**src/rtl/acq_pkg.sv**
```systemverilog
// Shared types for the acquisition sequencer: FSM state codes and trigger sources.
package acq_pkg;

    typedef enum logic [2:0] {
        ST_IDLE     = 3'd0,
        ST_PRETRIG  = 3'd1,
        ST_ARMED    = 3'd2,
        ST_POSTTRIG = 3'd3,
        ST_DONE     = 3'd4
    } acq_state_e;

    typedef enum logic [1:0] {
        SRC_NONE  = 2'd0,
        SRC_LEVEL = 2'd1,
        SRC_FORCE = 2'd2,
        SRC_AUTO  = 2'd3
    } trig_src_e;

    function automatic logic capturing(input acq_state_e s);
        return (s == ST_PRETRIG) || (s == ST_ARMED) || (s == ST_POSTTRIG);
    endfunction

endpackage

```
**src/rtl/acq_trig_qual.sv**
```systemverilog
// Trigger qualification: level rising edge, software force and auto timeout,
// resolved in that priority order while the sequencer is armed.
module acq_trig_qual
    import acq_pkg::*;
#(
    parameter int CNT_WIDTH = 16
) (
    input  logic                 clk,
    input  logic                 rst,
    input  logic                 armed,
    input  logic                 trigger_in,
    input  logic                 force_trigger,
    input  logic                 auto_en,
    input  logic [CNT_WIDTH-1:0] timeout_len,
    output logic                 fire,
    output trig_src_e            src
);

    logic                 prev_trig;
    logic [CNT_WIDTH-1:0] timeout_cnt;
    logic                 rise;
    logic                 timeout_hit;

    // prev_trig resets high so a level already asserted never looks like an edge
    always_ff @(posedge clk or posedge rst) begin
        if (rst) begin
            prev_trig   <= 1'b1;
            timeout_cnt <= '0;
        end else begin
            prev_trig <= trigger_in;
            if (!armed)
                timeout_cnt <= '0;
            else if (timeout_cnt != '1)
                timeout_cnt <= timeout_cnt + CNT_WIDTH'(1);
        end
    end

    assign rise        = trigger_in & ~prev_trig;
    assign timeout_hit = auto_en && (timeout_cnt == timeout_len);

    always_comb begin
        fire = 1'b0;
        src  = SRC_NONE;
        if (armed) begin
            if (rise) begin
                fire = 1'b1;
                src  = SRC_LEVEL;
            end else if (force_trigger) begin
                fire = 1'b1;
                src  = SRC_FORCE;
            end else if (timeout_hit) begin
                fire = 1'b1;
                src  = SRC_AUTO;
            end
        end
    end

endmodule

```
**src/rtl/acq_sequencer.sv**
```systemverilog
// Acquisition sequencer: pre-trigger fill, armed wait, post-trigger capture,
// completion handshake with the HPS, optional continuous re-arm.
module acq_sequencer
    import acq_pkg::*;
#(
    parameter int MEMORY_ADDR_LEN = 32,
    parameter int CNT_WIDTH       = 16
) (
    input  logic                       clk,
    input  logic                       rst,
    input  logic                       arm,
    input  logic                       abort,
    input  logic                       continuous,
    input  logic                       auto_en,
    input  logic                       force_trigger,
    input  logic                       trigger_in,
    input  logic                       in_data_valid,
    input  logic [MEMORY_ADDR_LEN-1:0] in_dma_master_address,
    input  logic [CNT_WIDTH-1:0]       pre_len,
    input  logic [CNT_WIDTH-1:0]       post_len,
    input  logic [CNT_WIDTH-1:0]       timeout_len,
    input  logic                       ack,
    output logic                       capture_en,
    output logic                       acq_done,
    output logic [MEMORY_ADDR_LEN-1:0] trig_address,
    output logic [1:0]                 trig_source,
    output logic [2:0]                 state,
    output logic [15:0]                acq_count
);

    acq_state_e           state_q;
    acq_state_e           next_state;
    logic [CNT_WIDTH-1:0] sample_cnt;
    logic [CNT_WIDTH-1:0] sample_next;
    logic [CNT_WIDTH:0]   cnt_inc;
    logic [CNT_WIDTH-1:0] post_eff;
    logic                 fire;
    trig_src_e            src;
    logic                 trig_load;
    logic                 done_entry;

    acq_trig_qual #(
        .CNT_WIDTH(CNT_WIDTH)
    ) u_qual (
        .clk          (clk),
        .rst          (rst),
        .armed        (state_q == ST_ARMED),
        .trigger_in   (trigger_in),
        .force_trigger(force_trigger),
        .auto_en      (auto_en),
        .timeout_len  (timeout_len),
        .fire         (fire),
        .src          (src)
    );

    assign cnt_inc  = {1'b0, sample_cnt} + (CNT_WIDTH + 1)'(1);
    assign post_eff = (post_len == '0) ? CNT_WIDTH'(1) : post_len;

    always_comb begin
        next_state = state_q;
        unique case (state_q)
            ST_IDLE:
                if (arm) next_state = ST_PRETRIG;
            ST_PRETRIG:
                if (pre_len == '0)
                    next_state = ST_ARMED;
                else if (in_data_valid && cnt_inc >= {1'b0, pre_len})
                    next_state = ST_ARMED;
            ST_ARMED:
                if (fire) next_state = ST_POSTTRIG;
            ST_POSTTRIG:
                if (in_data_valid && cnt_inc >= {1'b0, post_eff})
                    next_state = ST_DONE;
            ST_DONE:
                if (ack) next_state = continuous ? ST_PRETRIG : ST_IDLE;
            default:
                next_state = ST_IDLE;
        endcase
        if (abort) next_state = ST_IDLE;

        // every state change restarts the sample count
        sample_next = sample_cnt;
        if (next_state != state_q)
            sample_next = '0;
        else if ((state_q == ST_PRETRIG || state_q == ST_POSTTRIG) &&
                 in_data_valid && sample_cnt != '1)
            sample_next = cnt_inc[CNT_WIDTH-1:0];

        trig_load  = fire && !abort;
        done_entry = (next_state == ST_DONE) && (state_q != ST_DONE);
    end

    always_ff @(posedge clk or posedge rst) begin
        if (rst) begin
            state_q      <= ST_IDLE;
            sample_cnt   <= '0;
            capture_en   <= 1'b0;
            acq_done     <= 1'b0;
            trig_address <= '0;
            trig_source  <= 2'd0;
            acq_count    <= 16'd0;
        end else begin
            state_q    <= next_state;
            sample_cnt <= sample_next;
            capture_en <= capturing(next_state);
            acq_done   <= done_entry;
            if (done_entry)
                acq_count <= acq_count + 16'd1;
            if (trig_load) begin
                trig_address <= in_dma_master_address;
                trig_source  <= src;
            end
        end
    end

    assign state = state_q;

endmodule
```
**config.mk**
```make
export PLATFORM = sky130hd
export DESIGN_NAME = acq_sequencer
export DESIGN_NICKNAME = d
export VERILOG_FILES = /design/src/rtl/acq_pkg.sv /design/src/rtl/acq_trig_qual.sv /design/src/rtl/acq_sequencer.sv
export SDC_FILE = /design/constraint.sdc
export NUM_CORES = 1
export LEC_CHECK = 0
export ABC_AREA = 1
export BUFFER_PORTS_ARGS = -buffer_cell sky130_fd_sc_hd__buf_2
export CAP_MARGIN = 0
export CORE_MARGIN = 2
export CORE_UTILIZATION = 54
export CTS_CLUSTER_DIAMETER = 30
export DETAILED_ROUTE_END_ITERATION = 12
export PLACE_DENSITY = 0.81
export REMOVE_ABC_BUFFERS = 1
export SETUP_SLACK_MARGIN = 0.02
export SLEW_MARGIN = 25
export SYNTH_ARGS = -nofsm -noshare
export SYNTH_HDL_FRONTEND = slang
export SYNTH_SLANG_ARGS = --single-unit
```
**constraint.sdc**
```tcl
create_clock -name clk -period 3.9 [get_ports clk]
set_clock_uncertainty 0.1 [all_clocks]
set_input_delay 0.39 -clock clk [delete_from_list [all_inputs] [get_ports clk]]
set_output_delay 0.39 -clock clk [all_outputs]
set_load 0.02 [all_outputs]
```
; Word-level counts from Yosys, hierarchy flattened
; Index checks and enable logic that the tools add are counted.
[classes]
bitwise = 2
magnitude_cmp = 2
n_mux = 22
n_eq_ne = 14
n_reduce_logical = 15
addsub = 3
[ops]
columns = cell, count
row1 = $mux 16, 5
row2 = $ge 17x16->1, 2
row3 = $add 16x1->16 const B, 2
row4 = $logic_not 16->1, 2
row5 = $ne 16x16->1 const B, 2
row6 = $mux 3, 7
row7 = $add 16x1->17 const B, 1
row8 = $eq 16x16->1, 1
row9 = $pmux 3 s5, 1
row10 = $eq 3x2->1 const B, 4
row11 = $mux 2, 4
row12 = $logic_and 1x1->1, 7
row13 = $eq 3x1->1 const B, 2
row14 = $eq 3x3->1 const B, 2
row15 = $mux 1, 5
row16 = $logic_not 3->1, 1
row17 = $logic_or 1x1->1, 3
row18 = $ne 3x3->1, 1
row19 = $ne 3x3->1 const B, 1
row20 = $ne 2x2->1 const B, 1
row21 = $reduce_bool 2->1, 1
row22 = $and 1x1->1, 1
row23 = $logic_not 1->1, 1
row24 = $not 1->1, 1
[totals]
output_inout_bits = 55
inputBits = 90
register_bits = 88
wordCells = 67

; Logic depth before layout (Yosys ltp)
[logic_depth]
depth_word = 12
ltp_mapped = 26
ltp_nobuf = 26

; By module
; A second synthesis with hierarchy kept.
[hier_totals]
hier_cells = 753
hier_area_um2 = 5890.6
[modules_own_cells]
columns = mod, instances, seq_area_each_um2, cells_each, area_per_inst_um2
row1 = acq_sequencer, 1, 1776.7, 529, 4488.1
row2 = acq_trig_qual, 1, 426.7, 224, 1402.6

; Worst setup path before layout
; OpenSTA, ideal clock, no wires.
[synth_timing]
path_type = reg2reg
startpoint = reg sample_cnt[0]
endpoint = reg acq_count[11]
path_stages_with_launch = 23
period_less_slack_ps = 3051
setup_slack_ps = 849
arrival_time_ps = 2818
path_buffers = 1
cell_sequence = dfrtp_1 inv_1 nor3_2 nand3_1 nor2_1 nand4_1 nor3_2 xor2_1 ha_1 nand2_1 nor2_1 nand4_1 nor3_1 nor3_1 nand2_1 nand3_1 nand2_1 nand2_1 inv_2 nand2_4 buf_6 nor2_4 xor2_1
[synth_between]
elab_chain_cells = 9
[synth_lines]
columns = item, line_no
row1 = start: declaration, acq_sequencer.sv:33  ; logic [CNT_WIDTH-1:0] sample_cnt;
row2 = start signal: assignment, acq_sequencer.sv:104  ; sample_cnt <= sample_next;
row3 = $add 16x1->17 (*), acq_sequencer.sv:56  ; assign cnt_inc = {1'b0, sample_cnt} + (CNT_WIDTH + 1)'(1);
row4 = $ge 17x16->1, acq_sequencer.sv:67  ; else if (in_data_valid && cnt_inc >= {1'b0, pre_len})
row5 = $logic_and 1x1->1, acq_sequencer.sv:67
row6 = $mux 3, acq_sequencer.sv:67
row7 = $mux 3, acq_sequencer.sv:65  ; if (pre_len == '0)
row8 = $pmux 3 s5 (*), acq_sequencer.sv:61  ; unique case (state_q)
row9 = $mux 3 (*), acq_sequencer.sv:79  ; if (abort) next_state = ST_IDLE;
row10 = net next_state[2], acq_sequencer.sv:32  ; acq_state_e next_state;
row11 = $eq 3x3->1 (*), acq_sequencer.sv:90  ; done_entry = (next_state == ST_DONE) && (state_q != ST_DONE);
row12 = $logic_and 1x1->1 (*), acq_sequencer.sv:90
row13 = end signal: assignment, acq_sequencer.sv:108  ; acq_count <= acq_count + 16'd1;
row14 = end: declaration, acq_sequencer.sv:28  ; output logic [15:0] acq_count
; The timed path passes the listed nets; every way through them passes the cells marked *.
; A chain may end at the register's enable or synchronous reset.

; Worst setup path in the final report
[layout_timing]
startpoint = reg sample_cnt[0]
endpoint = reg sample_cnt[11]
[layout_between]
elab_chain_cells = 9
[layout_lines]
columns = item, line_no
row1 = $add 16x1->17, acq_sequencer.sv:56
row2 = $ge 17x16->1, acq_sequencer.sv:67
row3 = $logic_and 1x1->1, acq_sequencer.sv:67
row4 = $mux 3, acq_sequencer.sv:67
row5 = $mux 3, acq_sequencer.sv:65
row6 = $pmux 3 s5, acq_sequencer.sv:61
row7 = $mux 3, acq_sequencer.sv:79
row8 = $ne 3x3->1, acq_sequencer.sv:83  ; if (next_state != state_q)
row9 = $mux 16 or $reduce_bool 2->1 (tied branches), n/a
; Several ways; a longest one is shown, not always the timed one. The select of a mux whose other input is x is not followed.

==> impl_metrics.toml <==
[logic_synthesis]
synth_flop_cell = "dfrtp_1"
synth_area_leaders = "dfrtp_1 (39%), nand2_1 (15%), ha_1 (7.8%)"
synth_area_mm2 = 0.00560
synth_edf_count = 0
yosysTopAreaCell = "dfrtp_1"
synth_cell_types = 41
synth_cells = 722
synth.most_common_cell = "nand2_1"
ys_warn_count = 0
ys_seq_area_share_pct = 39.3
syn-mean-instance-area_um2 = 7.76
synth_async_sr_flop_share_pct = 100
synthTopCellsByCount = "nand2_1 (223), dfrtp_1 (87), inv_1 (87), nor2_1 (41), ha_1 (35)"
synth_top_cell_area_share_pct = 38.9
synth_seq_cells = 88

[power_and_ir_drop]
p_per_area_mw_per_mm2 = 416
leakagePower_nw = 3.72
power.total_mw = 2.80
ir_drop_mv = 0.342

[timing]
timing.fmax_ghz = 0.283
worstMarginPinSlew_ns = 0.574
post-route-min-period_ns = 3.53
rsz0062_at_grt = "yes"
finalCritPeriodShare_pct = 90.6
whs_ns = 0.0299
slew-limit-headroom_pct = 61.5
finalMaxSlewViolations = 0
fin_tns_setup_ns = 0
finalSetupViolCount = 0
hold_viol = 0

[placement]
gp_congestion = 0.873
dp_hpwl_mm = 10.1
placed_cell_area_mm2 = 0.00645
portBuffers = 144

[critical_path]
crit_path_max_incr_delay_ns = 0.40
start_kind = "flop"
crit_fanout = 16
worstPathRequired_ns = 4.06
worstSetupEndpointType = "flop"
critPathKind = "reg2reg"
cp_common_cell = "nand2_1"
cp_slowest_cell = "dfrtp_1"
cp_data_arrival_time_ns = 3.70

[floorplanning]
start_util_pct = 55.0
die_w_um = 106
dieArea_mm2 = 0.0112
row_count = 37
io_pins = 145
coreArea_mm2 = 0.0102
die_h_um = 106

[detailed_routing]
viasPerCell = 5.04
drt-total-wl_mm = 12.9
ant_nets = 0
first_pass_iters = 5
wl_per_cell_um = 12.8
vias = 5101
drt-initial-drc-count = 247
drc = 0

[grt]
grtUsageTotal_pct = 24.0
first_global_vias = 4777
grt_antenna_before_repair = 0
grt_max_degree = 35
grt_pass1_wl_mm = 21.7
grt_overflow_total = 0

[finish]
diodes = 0
final-seq-area_mm2 = 0.00220
utilization_pct = 65.9
syn2layout_area_growth_pct = 19.9
drive_gt1_share_pct = 25.7
nets = 996
fillers = 897
stdcell_area_mm2 = 0.00671
multi_input_area_mm2 = 0.00299

[cts]
clk_pin_slew_ns = 0.09
cts_tree = "yes"
cts_buffers = 9
clockBufferDepth = 2
cts_num_sinks = 88
clk_latency_ns = 0.36
root_buffer = "clkbuf_8"
htree_levels = 3

[run_status]
status = "finished clean"

[worst_hold_path]
worstHoldPathType = "in2reg"

[run]
max_cap_violations = 0
==> timing repair <==
| action | 4_1_cts | 5_1_grt |
|---|---|---|
| setup buffers | 0 | 1 |
| hold endpoints to repair | 28 | 0 |
| hold buffers | 1 | 0 |
| gates resized for setup | 0 | 9 |
| endpoints found under the setup margin | 0 | 31 |
==> final cells by class <==
type / count / share of cell area, %
multi-input cells: 519 / 44.5
flip-flops and latches: 88 / 32.8
repair buffers: 150 / 11.4
inverters: 103 / 5.81
well taps: 136 / 2.53
clock buffers: 9 / 1.84
clock inverters: 7 / 1.06
==> cell usage in the layout, fill, tap and decap left out, drive strengths merged, types with 5 or more instances in the layout <==
| master | synthesis | routed |
|---|---|---|
| o21ai | 25 | 25 |
| xnor2 | 12 | 12 |
| ha | 35 | 35 |
| nand2 | 230 | 230 |
| nand3 | 31 | 31 |
| nand3b | 5 | 5 |
| nand4 | 13 | 13 |
| a21oi | 21 | 21 |
| nor3 | 39 | 39 |
| nor4 | 11 | 11 |
| buf | 10 | 149 |
| dfrtp | 87 | 87 |
| inv | 102 | 102 |
| xor2 | 25 | 25 |
| nor2 | 53 | 53 |
| clkbuf | 2 | 9 |
==> metrics by stage <==
stage               std cells  setup slack (ns)
CTS                      1011             0.337
floorplan                 710             0.622
detailed placement        994             0.343
finish                   1012             0.366
global route             1012           -0.0382
global placement          994             0.499
==> critical path: cells and delay by family, from the launching register on <==
family / cells / cell delay, ns
simple gates: 19 / 2.03
flops: 1 / 0.40
buf+inv: 3 / 0.34
fa+ha+maj: 1 / 0.26
xor+xnor: 1 / 0.20
compound gates: 1 / 0.13
==> sequential cells by signal, summed over array words and instances (netlist names) <==
signal / flops
trig_address: 32
acq_count: 16
sample_cnt: 16
u_qual.timeout_cnt: 16
state: 3
trig_source: 2
acq_done: 1
capture_en: 1
u_qual.prev_trig: 1
==> cells by family (layout without fill, tap and decap cells) <==
family | count (synthesis) | in the layout | share of synthesized area (%)
XOR/XNOR | 37 | 37 | 5.79
adder cells (fa/ha/maj) | 35 | 35 | 7.82
multiplexers | 1 | 1 | 0.179
AND/OR/NAND/NOR | 388 | 388 | 32.9
flip-flops | 88 | 88 | 39.3
buffers and inverters | 115 | 269 | 8.24
AO/OA/AOI/OAI | 58 | 58 | 5.76
==> layer usage <==
layer  vias up  part of all wire, %  GRT usage [%]
met1      2330                   45           32.6
li1       2607                    -              -
met2       153                   47           39.0
met5         -                    0              0
met4         0                  1.2           6.58
met3        11                  6.6           5.38
==> final timing paths <==
check                            startpoint          endpoint  slack [ns]  cells after the start
setup / recovery              sample_cnt[0]    sample_cnt[11]        0.37                     25
hold / removal                   trigger_in  u_qual.prev_trig        0.03                      1
setup reg to reg              sample_cnt[0]    sample_cnt[11]        0.37                     25
hold reg to reg            trig_address[10]  trig_address[10]        0.37                      2
max in group asynchronous               rst  u_qual.prev_trig        2.37                      4
min in group asynchronous               rst   trig_address[2]        0.52                      3
==> power breakdown <==
| group | switching, mW | internal (mW) |
|---|---|---|
| sequential | 0.109 | 1.08 |
| clock | 0.328 | 0.296 |
| combinational | 0.632 | 0.348 |
| total | 1.07 | 1.73 |
(Power assumes the default switching activity.)
